### src/rtl/muldiv_unit_if.sv
// Issue/result bundle between the EX stage (master) and the multiply/divide unit (slave).
// EX asserts in_valid with an issue bit and holds operands while muldiv_stall is high.
interface muldiv_unit_if;
   logic        in_valid;
   logic [1:0]  mul_ctrl;
   logic [1:0]  div_ctrl;
   logic        mthi;
   logic        mtlo;
   logic [31:0] src_a;
   logic [31:0] src_b;
   logic        ex_go;
   logic        cancel;
   logic        muldiv_stall;
   logic [31:0] hi;
   logic [31:0] lo;
   logic        busy;
   logic [1:0]  state_dbg;

   modport master (
      output in_valid, mul_ctrl, div_ctrl, mthi, mtlo, src_a, src_b, ex_go, cancel,
      input  muldiv_stall, hi, lo, busy, state_dbg
   );

   modport slave (
      input  in_valid, mul_ctrl, div_ctrl, mthi, mtlo, src_a, src_b, ex_go, cancel,
      output muldiv_stall, hi, lo, busy, state_dbg
   );
endinterface

### src/rtl/muldiv_unit.sv
// Iterative MULT/MULTU/DIV/DIVU/MTHI/MTLO unit owning the HI/LO registers.
// Multiply takes one BUSY cycle; divide takes 32 restoring iterations plus a sign-fix/write cycle.
module muldiv_unit (
   input  logic          clk,
   input  logic          resetn,
   muldiv_unit_if.slave  bus
);

   typedef enum logic [1:0] {
      IDLE = 2'd0,
      BUSY = 2'd1,
      DONE = 2'd2
   } state_t;

   state_t      state;
   state_t      state_nxt;
   logic [5:0]  count;
   logic        op_div;
   logic        op_signed;
   logic [31:0] a_reg;
   logic [31:0] b_reg;
   logic [31:0] quo;
   logic [31:0] rem;
   logic [31:0] hi_r;
   logic [31:0] lo_r;

   function automatic logic [31:0] abs32(input logic [31:0] v, input logic sgn);
      return (sgn && v[31]) ? (~v + 32'd1) : v;
   endfunction

   logic issue_req;
   logic issue;
   logic issue_div;
   logic issue_signed;
   logic div_last;

   assign issue_req    = bus.in_valid & (bus.div_ctrl[1] | bus.mul_ctrl[1]);
   assign issue        = issue_req & (state == IDLE) & ~bus.cancel;
   assign issue_div    = bus.div_ctrl[1];
   assign issue_signed = issue_div ? bus.div_ctrl[0] : bus.mul_ctrl[0];
   assign div_last     = (count == 6'd32);

   // One restoring step: quotient register shifts its MSB into the partial remainder.
   logic [31:0] b_mag;
   logic [32:0] shifted;
   logic        ge;
   logic [31:0] rem_step;
   logic [31:0] quo_step;

   assign b_mag    = abs32(b_reg, op_signed);
   assign shifted  = {rem, quo[31]};
   assign ge       = (shifted >= {1'b0, b_mag});
   assign rem_step = ge ? (shifted[31:0] - b_mag) : shifted[31:0];
   assign quo_step = {quo[30:0], ge};

   logic        q_neg;
   logic        r_neg;
   logic [31:0] q_fix;
   logic [31:0] r_fix;
   logic        div_zero;

   assign q_neg    = op_signed & (a_reg[31] ^ b_reg[31]);
   assign r_neg    = op_signed & a_reg[31];
   assign q_fix    = q_neg ? (~quo + 32'd1) : quo;
   assign r_fix    = r_neg ? (~rem + 32'd1) : rem;
   assign div_zero = (b_reg == 32'd0);

   logic [63:0] product;
   assign product = $signed({op_signed & a_reg[31], a_reg}) * $signed({op_signed & b_reg[31], b_reg});

   always_ff @(posedge clk or negedge resetn) begin
      if (!resetn) begin
         state <= IDLE;
      end else begin
         state <= state_nxt;
      end
   end

   always_comb begin
      state_nxt = state;
      if (bus.cancel) begin
         state_nxt = IDLE;
      end else begin
         case (state)
            IDLE:    if (issue) state_nxt = BUSY;
            BUSY:    if (!op_div || div_last) state_nxt = DONE;
            DONE:    if (bus.ex_go) state_nxt = IDLE;
            default: state_nxt = IDLE;
         endcase
      end
   end

   always_ff @(posedge clk or negedge resetn) begin
      if (!resetn) begin
         count     <= 6'd0;
         op_div    <= 1'b0;
         op_signed <= 1'b0;
         a_reg     <= 32'd0;
         b_reg     <= 32'd0;
         quo       <= 32'd0;
         rem       <= 32'd0;
         hi_r      <= 32'd0;
         lo_r      <= 32'd0;
      end else if (bus.cancel) begin
         count     <= 6'd0;
         op_div    <= 1'b0;
         op_signed <= 1'b0;
         a_reg     <= 32'd0;
         b_reg     <= 32'd0;
         quo       <= 32'd0;
         rem       <= 32'd0;
      end else begin
         case (state)
            IDLE: begin
               if (issue) begin
                  op_div    <= issue_div;
                  op_signed <= issue_signed;
                  a_reg     <= bus.src_a;
                  b_reg     <= bus.src_b;
                  quo       <= abs32(bus.src_a, issue_signed);
                  rem       <= 32'd0;
                  count     <= 6'd0;
               end
               if (bus.in_valid && bus.mthi) hi_r <= bus.src_a;
               if (bus.in_valid && bus.mtlo) lo_r <= bus.src_a;
            end
            BUSY: begin
               if (!op_div) begin
                  hi_r <= product[63:32];
                  lo_r <= product[31:0];
               end else if (!div_last) begin
                  rem   <= rem_step;
                  quo   <= quo_step;
                  count <= count + 6'd1;
               end else if (div_zero) begin
                  hi_r <= a_reg;
                  lo_r <= 32'hFFFF_FFFF;
               end else begin
                  hi_r <= r_fix;
                  lo_r <= q_fix;
               end
            end
            default: count <= 6'd0;
         endcase
      end
   end

   assign bus.muldiv_stall = resetn & issue_req & (state != DONE) & ~bus.cancel;
   assign bus.busy         = (state != IDLE);
   assign bus.hi           = hi_r;
   assign bus.lo           = lo_r;
   assign bus.state_dbg    = state;

endmodule

### src/flat_wrapper.sv
// flat-port wrapper written by rule: the top's interface ports become plain ports
module muldiv_unit_flat 
  (clk, resetn, bus_in_valid, bus_mul_ctrl, bus_div_ctrl, bus_mthi, bus_mtlo, bus_src_a, bus_src_b, bus_ex_go, bus_cancel, bus_muldiv_stall, bus_hi, bus_lo, bus_busy, bus_state_dbg);
  muldiv_unit_if bus_i ();
  input  logic clk;
  input  logic resetn;
  input wire logic [$bits(bus_i.in_valid)-1:0] bus_in_valid;
  input wire logic [$bits(bus_i.mul_ctrl)-1:0] bus_mul_ctrl;
  input wire logic [$bits(bus_i.div_ctrl)-1:0] bus_div_ctrl;
  input wire logic [$bits(bus_i.mthi)-1:0] bus_mthi;
  input wire logic [$bits(bus_i.mtlo)-1:0] bus_mtlo;
  input wire logic [$bits(bus_i.src_a)-1:0] bus_src_a;
  input wire logic [$bits(bus_i.src_b)-1:0] bus_src_b;
  input wire logic [$bits(bus_i.ex_go)-1:0] bus_ex_go;
  input wire logic [$bits(bus_i.cancel)-1:0] bus_cancel;
  output wire logic [$bits(bus_i.muldiv_stall)-1:0] bus_muldiv_stall;
  output wire logic [$bits(bus_i.hi)-1:0] bus_hi;
  output wire logic [$bits(bus_i.lo)-1:0] bus_lo;
  output wire logic [$bits(bus_i.busy)-1:0] bus_busy;
  output wire logic [$bits(bus_i.state_dbg)-1:0] bus_state_dbg;
  assign bus_i.in_valid = bus_in_valid;
  assign bus_i.mul_ctrl = bus_mul_ctrl;
  assign bus_i.div_ctrl = bus_div_ctrl;
  assign bus_i.mthi = bus_mthi;
  assign bus_i.mtlo = bus_mtlo;
  assign bus_i.src_a = bus_src_a;
  assign bus_i.src_b = bus_src_b;
  assign bus_i.ex_go = bus_ex_go;
  assign bus_i.cancel = bus_cancel;
  assign bus_muldiv_stall = bus_i.muldiv_stall;
  assign bus_hi = bus_i.hi;
  assign bus_lo = bus_i.lo;
  assign bus_busy = bus_i.busy;
  assign bus_state_dbg = bus_i.state_dbg;
  muldiv_unit u_core (.clk(clk), .resetn(resetn), .bus(bus_i));
endmodule
### config.mk
export PLATFORM = sky130hd
export DESIGN_NAME = muldiv_unit_flat
export DESIGN_NICKNAME = d
export VERILOG_FILES = /design/src/rtl/muldiv_unit_if.sv /design/src/rtl/muldiv_unit.sv /design/src/flat_wrapper.sv
export SDC_FILE = /design/constraint.sdc
export NUM_CORES = 2
export LEC_CHECK = 0
export ABC_AREA = 1
export CORE_MARGIN = 5
export CORE_UTILIZATION = 50
export DETAILED_ROUTE_END_ITERATION = 8
export GPL_ROUTABILITY_DRIVEN = 0
export PLACE_DENSITY = 0.65
export RECOVER_POWER = 50
export SLEW_MARGIN = 20
export SYNTH_ARGS = -nofsm -noshare
export SYNTH_HDL_FRONTEND = slang
export SYNTH_SLANG_ARGS = --single-unit
### constraint.sdc
create_clock -name clk -period 22.6 [get_ports clk]
set_clock_uncertainty 0.05 [all_clocks]
set_input_delay 6.78 -clock clk [delete_from_list [all_inputs] [get_ports clk]]
set_output_delay 6.78 -clock clk [all_outputs]
set_load 0.1 [all_outputs]
Word level (Yosys, flattened, before mapping)
Cells that the tools add are included.
Cells by class
  reduce and logical (&&, ||, !) cells: 19
  $add $sub $neg: 6
  $mul: 1
  muxes and demuxes: 48
  shift operators: 0
  equal/unequal tests: 12
  bitwise logic cells: 16
  $lt $le $gt $ge: 1
  divide/modulo/power cells: 0
Operators by type and width (count)
  two-way mux 32 bit: 27
  case mux 32 bit (2 select lines): 4
  adder 32 x 1 -> 32 bit, second input constant: 4
  inverter 32 bit: 4
  multiplier 33 x 33 -> 64 bit: 1
  >= comparator 33 x 32 -> 1 bit: 1
  zero test 32 bit: 1
  subtractor 32 bit: 1
  two-way mux 6 bit: 4
  case mux 6 bit (2 select lines): 1
  AND reduction 4 bit: 3
  AND 1 bit: 9
  inequality test 3 x 2 -> 1 bit, second input constant: 3
  inequality test 3 bit, second input constant: 3
  two-way mux 2 bit: 4
  nonzero test 2 bit: 4
  two-way mux 1 bit: 7
  adder 6 x 1 -> 6 bit, second input constant: 1
  == test 6 bit, second input constant: 1
  inequality test 2 bit, second input constant: 3
  case mux 2 bit (3 select lines): 1
  AND reduction 3 bit: 2
  logical AND 1 bit: 4
  nonzero test 3 bit: 1
  9 further kinds: 9
Storage, ports and cells
  memories: 0
  register bits: 202
  output and inout bits: 68
  bits of input ports: 75
  bits in latches: 0
  word-level logic and storage cells: 113
  bits in writable memories: 0
  ROM bits: 0

Depth between registers and ports, before layout
  word-level depth: 9
  gate-level depth with buffers: 37
  mapped depth without buffers: 35

Worst setup path after synthesis
OpenSTA, ideal clock, no wires.
  path kind: input to output
  start: in bus_cancel
  end: out bus_muldiv_stall
  stages on the path: 3
  slack: 6793 ps
  required time: 15770 ps
  data arrival time: 8977 ps
  path buffers: 0
  cells stage by stage: clkinv_1 > nand2_1 > nor3_1
Between the ends
  word-level cells in the longest chain between the ends: 2
RTL lines
  start: declaration: line flat_wrapper.sv:15  | input wire logic [$bits(bus_i.cancel)-1:0] bus_cancel;
  inverter 1 bit (no line)
  AND 1 bit: line muldiv_unit.sv:148  | assign bus.muldiv_stall = resetn & issue_req & (state != DONE) & ~bus.cancel;
  end: declaration: line flat_wrapper.sv:16  | output wire logic [$bits(bus_i.muldiv_stall)-1:0] bus_muldiv_stall;
Every way passes these cells.

Final worst setup path
Same ends and word-level chain as after synthesis.

==> results.yml <==
setup_path:
  end_kind: "output pin"
  required_ns: 15.77
  worstSetupPathType: "primary input to output pin"
  cp_max_fo: 24
  cp_slowest_cell: "clkdlybuf4s50_1"
  worstPathArrival_ns: 9.45
  crit_path_start_kind: "primary input"
  cp_cell_sequence: "dlygate4sd3_1 > clkinv_1 > nand2_1 > nor3_1 > clkdlybuf4s50_1"
  cp_slowest_stage_delay_ns: 0.98
detailed_routing:
  viasPerCell: 5.45
  num_vias: 47465
  drt-initial-drc-count: 4348
  ant_nets: 0
  drc: 0
  drtPass1Iterations: 7
  drt-wirelength-per-cell_um: 19.8
  finalWirelength_um: 172000
power:
  p_leak_nw: 31.7
  powerDensity_mw_per_mm2: 37.5
  max-vdd-ir-drop_v: 0.0000975
clocking:
  post_cts_resized: 0
  cts_setup_buffers: 0
  ctsHtreeMaxLevel: 1
  clk_pin_slew_ns: 0.07
  cts_tree: "built"
  clk_path_buf_depth: 3
  postCtsHoldBufs: 0
  cts_buffers: 21
  clk_latency_ns: 0.57
  cts.sinks: 202
  clockRootBuffer: "clkbuf_16"
global_route:
  grt_pass1_vias: 49021
  antenna_found_initial: 1
  grt_max_degree: 84
  grt_usage_pct: 30.0
  grt_pass1_wl_um: 276000
  overflow: 0
logic_synthesis:
  avgSynthCellArea_um2: 7.52
  synthCells: 7327
  synth_top_area_share_pct: 40.9
  synth_top_cell_by_area: "fa_1"
  synth_area_leaders: "fa_1 41%, inv_1 13%, nand2_1 12%"
  synth.distinct_cells: 61
  syn-num-nets: 8779
  synth-warning-count: 0
  ys_ff_latch: 202
  synth_edf_count: 0
  synth-main-ff-cell: "dfrtp_1"
  synth_area_mm2: 0.0551
  postSynth.asyncResetShare_pct: 100
  seq_area_frac_synth_pct: 9.17
timing:
  rsz0062_at_grt: "false"
  finalCritPeriodShare_pct: 72.0
  setup_violations: 0
  slew_headroom_pct: -138
  fin_ws_ns: 6.32
  slew_viol_final: 216
  period_minus_slack_ns: 16.28
  worst_pin_slew_ns: 3.58
  setup_tns_ns: 0
  timing.fmax_ghz: 0.0614
  hold_viol: 0
floorplan:
  fp.dieW_um: 342
  dieArea_mm2: 0.117
  rows: 121
  die_h_um: 342
  ios: 143
  initial_core_util_pct: 50.5
  coreArea_mm2: 0.109
placed_design:
  dp_cells: 8669
  port_buffers: 142
  hpwl_um: 141000
  dp_worst_setup_slack_ns: 6.40
  place_area_mm2: 0.0575
finish:
  synthToLayoutAreaGrowth_pct: 5.63
  final_cell_area_mm2: 0.0582
  nFillCells: 10506
  drive_gt1_share_pct: 2.63
  instances_no_fill: 8707
  nets: 8668
  diodes: 0
outcome:
  status: "finished, violations left"
  violations: "max-capacitance violations, max-slew violations"
worst_hold_path:
  min-delay-path-class: "register to register"
job:
  maxCapViolCount: 4
[worst max-delay path: cells and delay by family]
family        cells  cell delay (ns)
buf+inv           3             2.33
simple gates      2             0.34
[final timing paths]
kind	startpoint	to	slack, ns	cells past startpoint
max in group asynchronous	resetn	u_core.b_reg[9]	12.48	2
hold reg to reg	u_core.bus.lo[17]	u_core.bus.lo[17]	0.43	2
setup / recovery	bus_cancel	bus_muldiv_stall	6.32	5
hold / removal	u_core.bus.lo[17]	u_core.bus.lo[17]	0.43	2
min in group asynchronous	resetn	u_core.quo[15]	6.15	1
setup reg to reg	u_core.a_reg[31]	u_core.bus.hi[31]	12.30	27
[metrics by stage]
| stage | power (mW) | hold slack, ns | util, % |
|---|---|---|---|
| after CTS | 2.17 | 0.434 | 53.4 |
| final | 2.18 | 0.431 | 53.4 |
| after detailed placement | 1.76 | 0.415 | 52.7 |
| after global routing | 2.30 | 0.452 | 53.4 |
| after global placement | 1.76 | 0.415 | 52.7 |
| after floorplan | 1.33 | 0.422 | - |
[cell usage in the layout, fill, tap and decap left out, drive strengths merged, types with 93 or more instances in the layout]
master / count
a21oi: 173
clkdlybuf4s50: 138
dfrtp: 202
fa: 1126
ha: 251
inv: 1872
nand2: 1839
nand3: 330
nor2: 462
o21ai: 291
xor2: 93
[power breakdown]
part,leakage (nW),total [mW],switching [mW],internal [mW]
logic,28.7,1.33,0.959,0.371
clock network,0.359,0.397,0.177,0.220
registers,2.64,0.458,0.0499,0.408
[Yosys cell counts, types with 20 or more instances]
cell and count:
inv_1 1856, nand2_1 1835, fa_1 1126, nor2_1 452, nand3_1 324, clkbuf_1 270, o21ai_0 256, ha_1 251
dfrtp_1 202, a21oi_1 170, xor2_1 93, nor3_1 46, o211ai_1 44, nand4_1 43, buf_1 40, o21ai_1 31
buf_2 30, o22ai_1 29, or2_2 20
[logic make-up (layout without fill, tap and decap cells)]
group	Yosys count	count (layout)	share of synthesized area (%)
buf+inv	2236	2140	15.5
fa+ha+maj	1377	1377	46.6
compound gates	634	634	6.57
xor+xnor	110	110	1.75
flops	202	202	9.17
simple gates	2768	2768	20.4
[final cells by class]
| class | instances | area (um2) | share of cell area, % |
|---|---|---|---|
| clock inverter | 9 | 128 | 0.219 |
| timing repair buffer | 225 | 2030 | 3.49 |
| tap | 1476 | 1850 | 3.17 |
| sequential | 202 | 5060 | 8.68 |
| clock buffer | 29 | 596 | 1.02 |
| multi-input combinational | 4889 | 41500 | 71.3 |
| inverter | 1877 | 7050 | 12.1 |
[per-layer routing]
layer | track usage, % | vias to the layer above | share of wire (%)
met3 | 3.85 | 426 | 8.4
met5 | 0 | - | 0.0075
met1 | 40.5 | 23632 | 40
met4 | 12.8 | 2 | 5.1
li1 | - | 21173 | -
met2 | 49.0 | 2232 | 46
Power figures use the tool's default switching activity.
